[config.mk]
export PLATFORM = sky130hd
export DESIGN_NAME = add_share_sched
export DESIGN_NICKNAME = d
export VERILOG_FILES = /design/src/rtl/add_share_sched_pkg.sv /design/src/rtl/add_share_sched_add_chain.sv /design/src/rtl/add_share_sched.sv
export SDC_FILE = /design/constraint.sdc
export NUM_CORES = 1
export LEC_CHECK = 0
export CORE_UTILIZATION = 40
export CTS_BUF_LIST = sky130_fd_sc_hd__clkbuf_4 sky130_fd_sc_hd__clkbuf_8
export DETAILED_ROUTE_END_ITERATION = 8
export GPL_ROUTABILITY_DRIVEN = 0
export PLACE_DENSITY_LB_ADDON = 0.12
export SKIP_LAST_GASP = 1
export SLEW_MARGIN = 40
export SYNTH_ARGS = -nofsm -noshare
export SYNTH_HDL_FRONTEND = slang
export SYNTH_SLANG_ARGS = --single-unit
[constraint.sdc]
create_clock -name clk -period 4 [get_ports clk]
set_input_delay 1 -clock clk [delete_from_list [all_inputs] [get_ports clk]]
set_output_delay 1 -clock clk [all_outputs]
set_load 0.01 [all_outputs]
[src/rtl/add_share_sched_pkg.sv]
// Shared accelerator constants and the stage-1 payload used by the shared adder scheduler.
package add_share_sched_pkg;

    localparam int DEF_W     = 16;
    localparam int DEF_N_REQ = 4;
    localparam int MAX_N_REQ = 8;
    localparam int ID_MAX_W  = $clog2(MAX_N_REQ);

    localparam int CELL_EXACT  = 0;
    localparam int CELL_APPROX = 1;

    // Operand fields are sized for the accelerator's default datapath width.
    typedef struct packed {
        logic [DEF_W-1:0]    a;
        logic [DEF_W-1:0]    b;
        logic                cin;
        logic [ID_MAX_W-1:0] id;
    } s1_payload_t;

endpackage

[src/rtl/add_share_sched_add_chain.sv]
// W-bit ripple chain built from exact or approximate full-adder cells; purely combinational.
module add_chain
    import add_share_sched_pkg::*;
#(
    parameter int W      = DEF_W,
    parameter int APPROX = CELL_APPROX
) (
    input  logic [W-1:0] a,
    input  logic [W-1:0] b,
    input  logic         cin,
    output logic [W:0]   sum
);

    logic carry;
    logic x;

    // The approximate cell passes A as carry when the operand bits agree, else forwards Cin.
    always_comb begin
        carry = cin;
        x     = 1'b0;
        sum   = '0;
        for (int i = 0; i < W; i++) begin
            x = ~(a[i] ^ b[i]);
            if (APPROX == CELL_APPROX) begin
                sum[i] = x & carry;
                carry  = x ? a[i] : carry;
            end else begin
                sum[i] = a[i] ^ b[i] ^ carry;
                carry  = (a[i] & b[i]) | (a[i] & carry) | (b[i] & carry);
            end
        end
        sum[W] = carry;
    end

endmodule

[src/rtl/add_share_sched.sv]
// Round-robin scheduler sharing one adder chain between N_REQ requesters through a
// two-stage pipeline (S1 operand register, S2 result register driving the outputs).
module add_share_sched
    import add_share_sched_pkg::*;
#(
    parameter int N_REQ  = DEF_N_REQ,
    parameter int W      = DEF_W,
    parameter int APPROX = CELL_APPROX,
    parameter int IDW    = $clog2(N_REQ)
) (
    input  logic               clk,
    input  logic               rst_n,
    input  logic [N_REQ-1:0]   req_valid,
    output logic [N_REQ-1:0]   req_ready,
    input  logic [N_REQ*W-1:0] req_a,
    input  logic [N_REQ*W-1:0] req_b,
    input  logic [N_REQ-1:0]   req_cin,
    output logic               res_valid,
    input  logic               res_ready,
    output logic [W:0]         res_sum,
    output logic [IDW-1:0]     res_id
);

    // Handshake: a transfer happens on any port whose valid and ready are both high
    // at a rising edge; ready never depends on a transfer on the same port.

    logic [IDW-1:0]   ptr;
    logic [N_REQ-1:0] rot;
    logic [N_REQ-1:0] grant;
    logic [IDW-1:0]   winner;
    logic             found;
    int               off;
    int               sum_idx;

    logic             s1_valid;
    s1_payload_t      s1_q;
    s1_payload_t      s1_d;
    logic             s1_free;
    logic             s2_free;
    logic             accept;
    logic [W:0]       chain_sum;
    logic             unused_id;

    assign s2_free   = !res_valid || res_ready;
    assign s1_free   = !s1_valid || s2_free;
    assign accept    = found && s1_free;
    assign req_ready = grant & {N_REQ{s1_free}};
    assign unused_id = ^s1_q.id;

    // Rotate the valid vector so bit 0 is the requester just after ptr.
    always_comb begin
        rot     = N_REQ'({req_valid, req_valid} >> (int'(ptr) + 1));
        found   = 1'b0;
        off     = 0;
        sum_idx = 0;
        grant   = '0;
        winner  = '0;
        for (int i = 0; i < N_REQ; i++) begin
            if (!found && rot[i]) begin
                found = 1'b1;
                off   = i;
            end
        end
        sum_idx = int'(ptr) + 1 + off;
        if (sum_idx >= N_REQ) begin
            sum_idx = sum_idx - N_REQ;
        end
        if (found) begin
            grant  = N_REQ'(1) << sum_idx;
            winner = IDW'(sum_idx);
        end
    end

    always_comb begin
        s1_d = '0;
        for (int i = 0; i < N_REQ; i++) begin
            if (grant[i]) begin
                s1_d.a   = DEF_W'(req_a[i*W +: W]);
                s1_d.b   = DEF_W'(req_b[i*W +: W]);
                s1_d.cin = req_cin[i];
            end
        end
        s1_d.id = ID_MAX_W'(winner);
    end

    always_ff @(posedge clk or negedge rst_n) begin
        if (!rst_n) begin
            s1_valid <= 1'b0;
            s1_q     <= '0;
            ptr      <= IDW'(N_REQ - 1);
        end else begin
            if (s1_free) begin
                s1_valid <= accept;
            end
            if (accept) begin
                s1_q <= s1_d;
                ptr  <= winner;
            end
        end
    end

    add_chain #(
        .W      (W),
        .APPROX (APPROX)
    ) u_chain (
        .a   (W'(s1_q.a)),
        .b   (W'(s1_q.b)),
        .cin (s1_q.cin),
        .sum (chain_sum)
    );

    always_ff @(posedge clk or negedge rst_n) begin
        if (!rst_n) begin
            res_valid <= 1'b0;
            res_sum   <= '0;
            res_id    <= '0;
        end else if (s2_free) begin
            res_valid <= s1_valid;
            if (s1_valid) begin
                res_sum <= chain_sum;
                res_id  <= s1_q.id[IDW-1:0];
            end
        end
    end

endmodule

# Word-level counts from Yosys, hierarchy flattened
# Cells that the tools add are included.
dict set report classes {
  n_addsub 3
  magnitude_cmp 1
  n_shift 2
  muxes 30
  bitwise_logic 49
  reduce_logical 12
}
# op n
set ops {}
lappend ops {{33-bit 2-to-1 mux} 4}
lappend ops {{32-bit 2-to-1 mux} 2}
lappend ops {{4-bit by 32-bit adder with 32-bit output} 1}
lappend ops {{32-bit by 4-bit >= comparator with 1-bit output (second input constant)} 1}
lappend ops {{1-bit by 32-bit << shifter with 4-bit output (first input constant)} 1}
lappend ops {{8-bit by 32-bit >> shifter with 4-bit output} 1}
lappend ops {{32-bit by 4-bit subtractor with 32-bit output (second input constant)} 1}
lappend ops {{1-bit 2-to-1 mux} 21}
lappend ops {{1-bit bitwise AND} 16}
lappend ops {{1-bit NOT} 16}
lappend ops {{1-bit XOR} 16}
lappend ops {{1-bit zero test} 5}
lappend ops {{4-bit bitwise AND} 1}
lappend ops {{1-bit logical AND} 4}
lappend ops {{2-bit 2-to-1 mux} 2}
lappend ops {{4-bit 2-to-1 mux} 1}
lappend ops {{2-bit by 1-bit adder with 3-bit output (second input constant)} 1}
lappend ops {{1-bit logical OR} 2}
lappend ops {{2-bit AND reduction} 1}
dict set report totals {
  register_bits 58
  in_bits 139
  out_inout_bits 24
}

# Logic depth before layout (Yosys ltp)
dict set report logic_depth {
  ltp_word 21
  mapped_depth 13
  ltp_nobuf 11
}

# Modules after synthesis
# A second synthesis with hierarchy kept.
dict set report hier_totals {
  hier_cells 395
  area_unflattened_um2 4400.5
}
# mod instances cells_each area_each_um2 seq_area_each_um2
set modules_own_cells {}
lappend modules_own_cells {add_share_sched 1 286 3706.1 1453.9}
lappend modules_own_cells {add_chain 1 109 694.4 0.0}

# Least setup slack after synthesis
# Ideal clock, no wire load.
dict set report synth_path {
  path_type {input to output}
  from {input req_valid[2]}
  to {output req_ready[3]}
  arrival_ps 3275
  required_ps 3000
  slack_ps -275
  path_stages 11
  path_buffers 3
  cell_sequence {clkbuf_1 -> inv_1 -> o21ai_0 -> a21oi_1 -> a21oi_1 -> o21ai_0 -> ha_1 -> fa_1 -> clkbuf_1 -> clkbuf_1 -> and3_1}
}
dict set report synth_between {
  elab_chain_len 17
  elab_cells_between_ends 21
  classes_between {2 x add/sub; 1 x order compare; 2 x shift; 9 x mux; 1 x bitwise; 6 x reduce/logical}
}
# element line_no
set synth_lines {}
lappend synth_lines {{start, declared} add_share_sched.sv:13} ;# input logic [N_REQ-1:0] req_valid,
lappend synth_lines {{8-bit by 32-bit >> shifter with 4-bit output *} add_share_sched.sv:52} ;# rot = N_REQ'({req_valid, req_valid} >> (int'(ptr) + 1));
lappend synth_lines {{1-bit 2-to-1 mux} add_share_sched.sv:59} ;# if (!found && rot[i]) begin
lappend synth_lines {{1-bit zero test} add_share_sched.sv:59}
lappend synth_lines {{1-bit logical AND} add_share_sched.sv:59}
lappend synth_lines {{1-bit 2-to-1 mux} add_share_sched.sv:59}
lappend synth_lines {{1-bit zero test} add_share_sched.sv:59}
lappend synth_lines {{1-bit logical AND} add_share_sched.sv:59}
lappend synth_lines {{1-bit 2-to-1 mux} add_share_sched.sv:59}
lappend synth_lines {{1-bit zero test} add_share_sched.sv:59}
lappend synth_lines {{1-bit logical AND} add_share_sched.sv:59}
lappend synth_lines {{32-bit 2-to-1 mux} add_share_sched.sv:59}
lappend synth_lines {{4-bit by 32-bit adder with 32-bit output} add_share_sched.sv:64} ;# sum_idx = int'(ptr) + 1 + off;
lappend synth_lines {{32-bit by 4-bit subtractor with 32-bit output / 32-bit by 4-bit >= comparator with 1-bit output (equally long branches)} {add_share_sched.sv:66, add_share_sched.sv:65}}
lappend synth_lines {{32-bit 2-to-1 mux} add_share_sched.sv:65} ;# if (sum_idx >= N_REQ) begin
lappend synth_lines {{1-bit by 32-bit << shifter with 4-bit output} add_share_sched.sv:69} ;# grant = N_REQ'(1) << sum_idx;
lappend synth_lines {{4-bit 2-to-1 mux *} add_share_sched.sv:68} ;# if (found) begin
lappend synth_lines {{4-bit bitwise AND *} add_share_sched.sv:47} ;# assign req_ready = grant & {N_REQ{s1_free}};
lappend synth_lines {{end, declared} add_share_sched.sv:14} ;# output logic [N_REQ-1:0] req_ready,
# Mark *: on every way between the ends. The rest lies on a longest branch, timed or not.

# Worst setup path after layout
dict set report layout_path {
  from {input req_valid[1]}
  to {output req_ready[0]}
}
# Same word-level chain as after synthesis.

==> qor.yml <==
clock_network:
  cts_tree: "done"
  worstSkewPairLatency_ns: 0.33
  clk_pin_slew_ns: 0.06
  cts_buffers: 9
  root_buffer: "clkbuf_8"
  cts.sink_count: 58
  cts_buffer_depth: 2
  htree_levels: 3
  postCtsHoldBufs: 0
sta:
  timing.final.crit_share_pct: 96.2
  max_slew.worst_pin.slew_ns: 0.553
  setup-tns-final_ns: 0
  holdWs_ns: 0.482
  fmax_mhz: 260
  setup_violations: 0
  rsz0062_at_grt: "no"
  drv_slew: 0
  setup_ws_ns: 0.154
  fin_crit_ns: 3.85
  finalClockSkew_ns: 0.00545
  hold_viol: 0
  relSlewSlack_pct: 63.2
power_and_ir_drop:
  p_leak_nw: 2.40
  power.density_mw_per_mm2: 812
  p_total_mw: 4.77
  ir_drop_uv: 630
yosys:
  netlist.area_leader.share_pct: 36.8
  netlist_instances: 374
  synth-async-reset-ratio_pct: 100
  synth.ff_latch_count: 58
  yosys.area.top_type: "dfrtp_1"
  yosys_warnings: 0
  syn_nets: 518
  synthFlopType: "dfrtp_1"
  synth.cell_area_mm2: 0.00381
  syn_avg_cell_area_um2: 10.2
  synth-edff-count: 0
  yosysUniqueCellTypes: 45
  ys_seq_area_share_pct: 38.2
  synthTopCellsByArea: "dfrtp_1, mux4_2, nand2_1"
drt:
  ant_nets: 0
  wl_met3_um: 624
  drc: 0
  vias: 3412
  drt_iter0_drc: 123
  wl_met2_mm: 4.98
  met1Wirelength_mm: 4.44
  via_per_inst: 5.05
  routed_wl_mm: 10.2
  drtPass1Iterations: 6
  routed.top_layer: "met4"
  wire_per_inst_um: 15.2
finish:
  nets: 686
  area_growth_pct: 54.1
  post-route-util_pct: 63.5
  design_area_mm2: 0.00587
  diodes: 0
  fin_cells: 675
  drive_above_1_share_pct: 19.8
place:
  io_buffers: 162
  dpl.cell_count: 657
  dp_hpwl_mm: 8.15
  placedInstanceArea_mm2: 0.00566
  dp_slack_ns: -0.712
setup_path:
  rr_worst_depth: 10
  required_ns: 3.00
  r2r_slack_ns: 1.05
  cp-start-kind: "input port"
  crit_start: "req_valid[1]"
  worstSetupPathType: "in -> out"
  r2r-start: "ptr[1]"
  endpoint_kind: "primary output"
  cp.arrival_ns: 2.85
  path_max_fanout: 4
worst_hold_path:
  min_from: "res_sum[3]"
  whs_path_depth: 2
  min_path_type: "reg -> reg"
floorplan:
  die-width_um: 99.6
  die_y_um: 99.6
  die_area_mm2: 0.00992
  initial_utilization_pct: 41.2
  io_pins: 163
  std_cell_rows: 35
  core_area_mm2: 0.00924
global_routing:
  grt_pass1_vias: 3422
  overflow: 0
  grt_max_degree: 45
  antenna_found_initial: 0
  track_usage_pct: 21.7
  grt_pass1_wl_mm: 16.5
run:
  drv_cap: 0
run_status:
  outcome: "finished, final reports clean"
[metal layers]
layer | track usage (%) | vias up
met5 | 0 | -
met4 | 9.28 | 0
li1 | - | 1688
met3 | 4.36 | 19
met1 | 27.8 | 1588
met2 | 35.9 | 117
[repair_timing]
| item | 4_1_cts | 5_1_grt |
|---|---|---|
| resized for setup | 28 | 9 |
| pin swaps | 7 | 4 |
| endpoints found under the setup margin | 4 | 4 |
| buffers inserted | 3 | 0 |
[sequential cells by signal, indices dropped and copies added (netlist names)]
register,cells
res_sum,17
s1_q,35
res_id,2
res_valid,1
s1_valid,1
ptr,2
[kinds of logic (layout without fill, tap and decap cells)]
logic type	Yosys count	after routing	synth area share, %
AO/OA/AOI/OAI	87	87	14.2
XOR/XNOR	8	8	1.84
adder cells (fa/ha/maj)	14	14	4.34
buffers and inverters	29	201	2.92
flip-flops	58	58	38.2
multiplexers	39	39	21.3
AND/OR/NAND/NOR	139	139	17.3
[final timing paths]
check / endpoint
max: req_ready[0]
min: res_sum[3]
max reg2reg: s1_q[6]
min reg2reg: res_sum[3]
max in group asynchronous: s1_q[27]
min in group asynchronous: res_sum[2]
[cell usage after synthesis, types with 3 or more instances]
cell type / instances
dfrtp_1: 56
a21o_1: 3
inv_1: 5
or2_2: 4
nor3_1: 3
nor2_1: 16
nor2b_1: 3
and2_1: 6
clkbuf_1: 20
maj3_2: 4
o21ai_1: 4
mux4_2: 33
nand2b_1: 35
xnor2_1: 6
mux2_2: 6
ha_1: 4
nand2_1: 66
a22o_1: 3
a21oi_1: 8
o21ai_0: 48
maj3_1: 5
[cell usage in the layout (no fill, tap or decap), drive strengths merged, types with 2 or more instances in the layout]
cell / n
o211ai: 2
clkdlybuf4s50: 153
o2111ai: 2
buf: 25
a21o: 3
nand2b: 35
xnor2: 6
ha: 4
nor3: 3
clkbuf: 15
maj3: 9
o21ai: 52
nor2: 16
or2: 4
nor4: 2
nand3: 2
nand2: 66
and2: 6
a22o: 5
o221a: 2
a211oi: 2
dfrtp: 56
xor2: 2
mux4: 33
o31ai: 2
mux2: 6
a31oi: 3
dfstp: 2
nor2b: 3
inv: 5
a21oi: 8
[where the power goes]
group / switching, mW / internal [mW]
Combinational: 1.35 / 1.71
Sequential: 0.261 / 0.880
Clock: 0.226 / 0.341
[cell type report]
cell class                 instances  area [um^2]
sequential                        58         1450
inverter                           5         18.8
timing repair buffer             181         1740
tap                              129          161
fill                             751         3370
clock inverter                     2         35.0
multi-input combinational        287         2290
clock buffer                      13          173
[critical path: stages]
cell	delay (ns)
dlygate4sd2_1	0.25
buf_4	0.15
a211oi_1	0.23
a21o_1	0.14
ha_1	0.23
a21o_1	0.16
a21o_1	0.17
buf_4	0.15
nor4_4	0.20
buf_2	0.17
No activity file was read; power rests on OpenSTA's default activity.
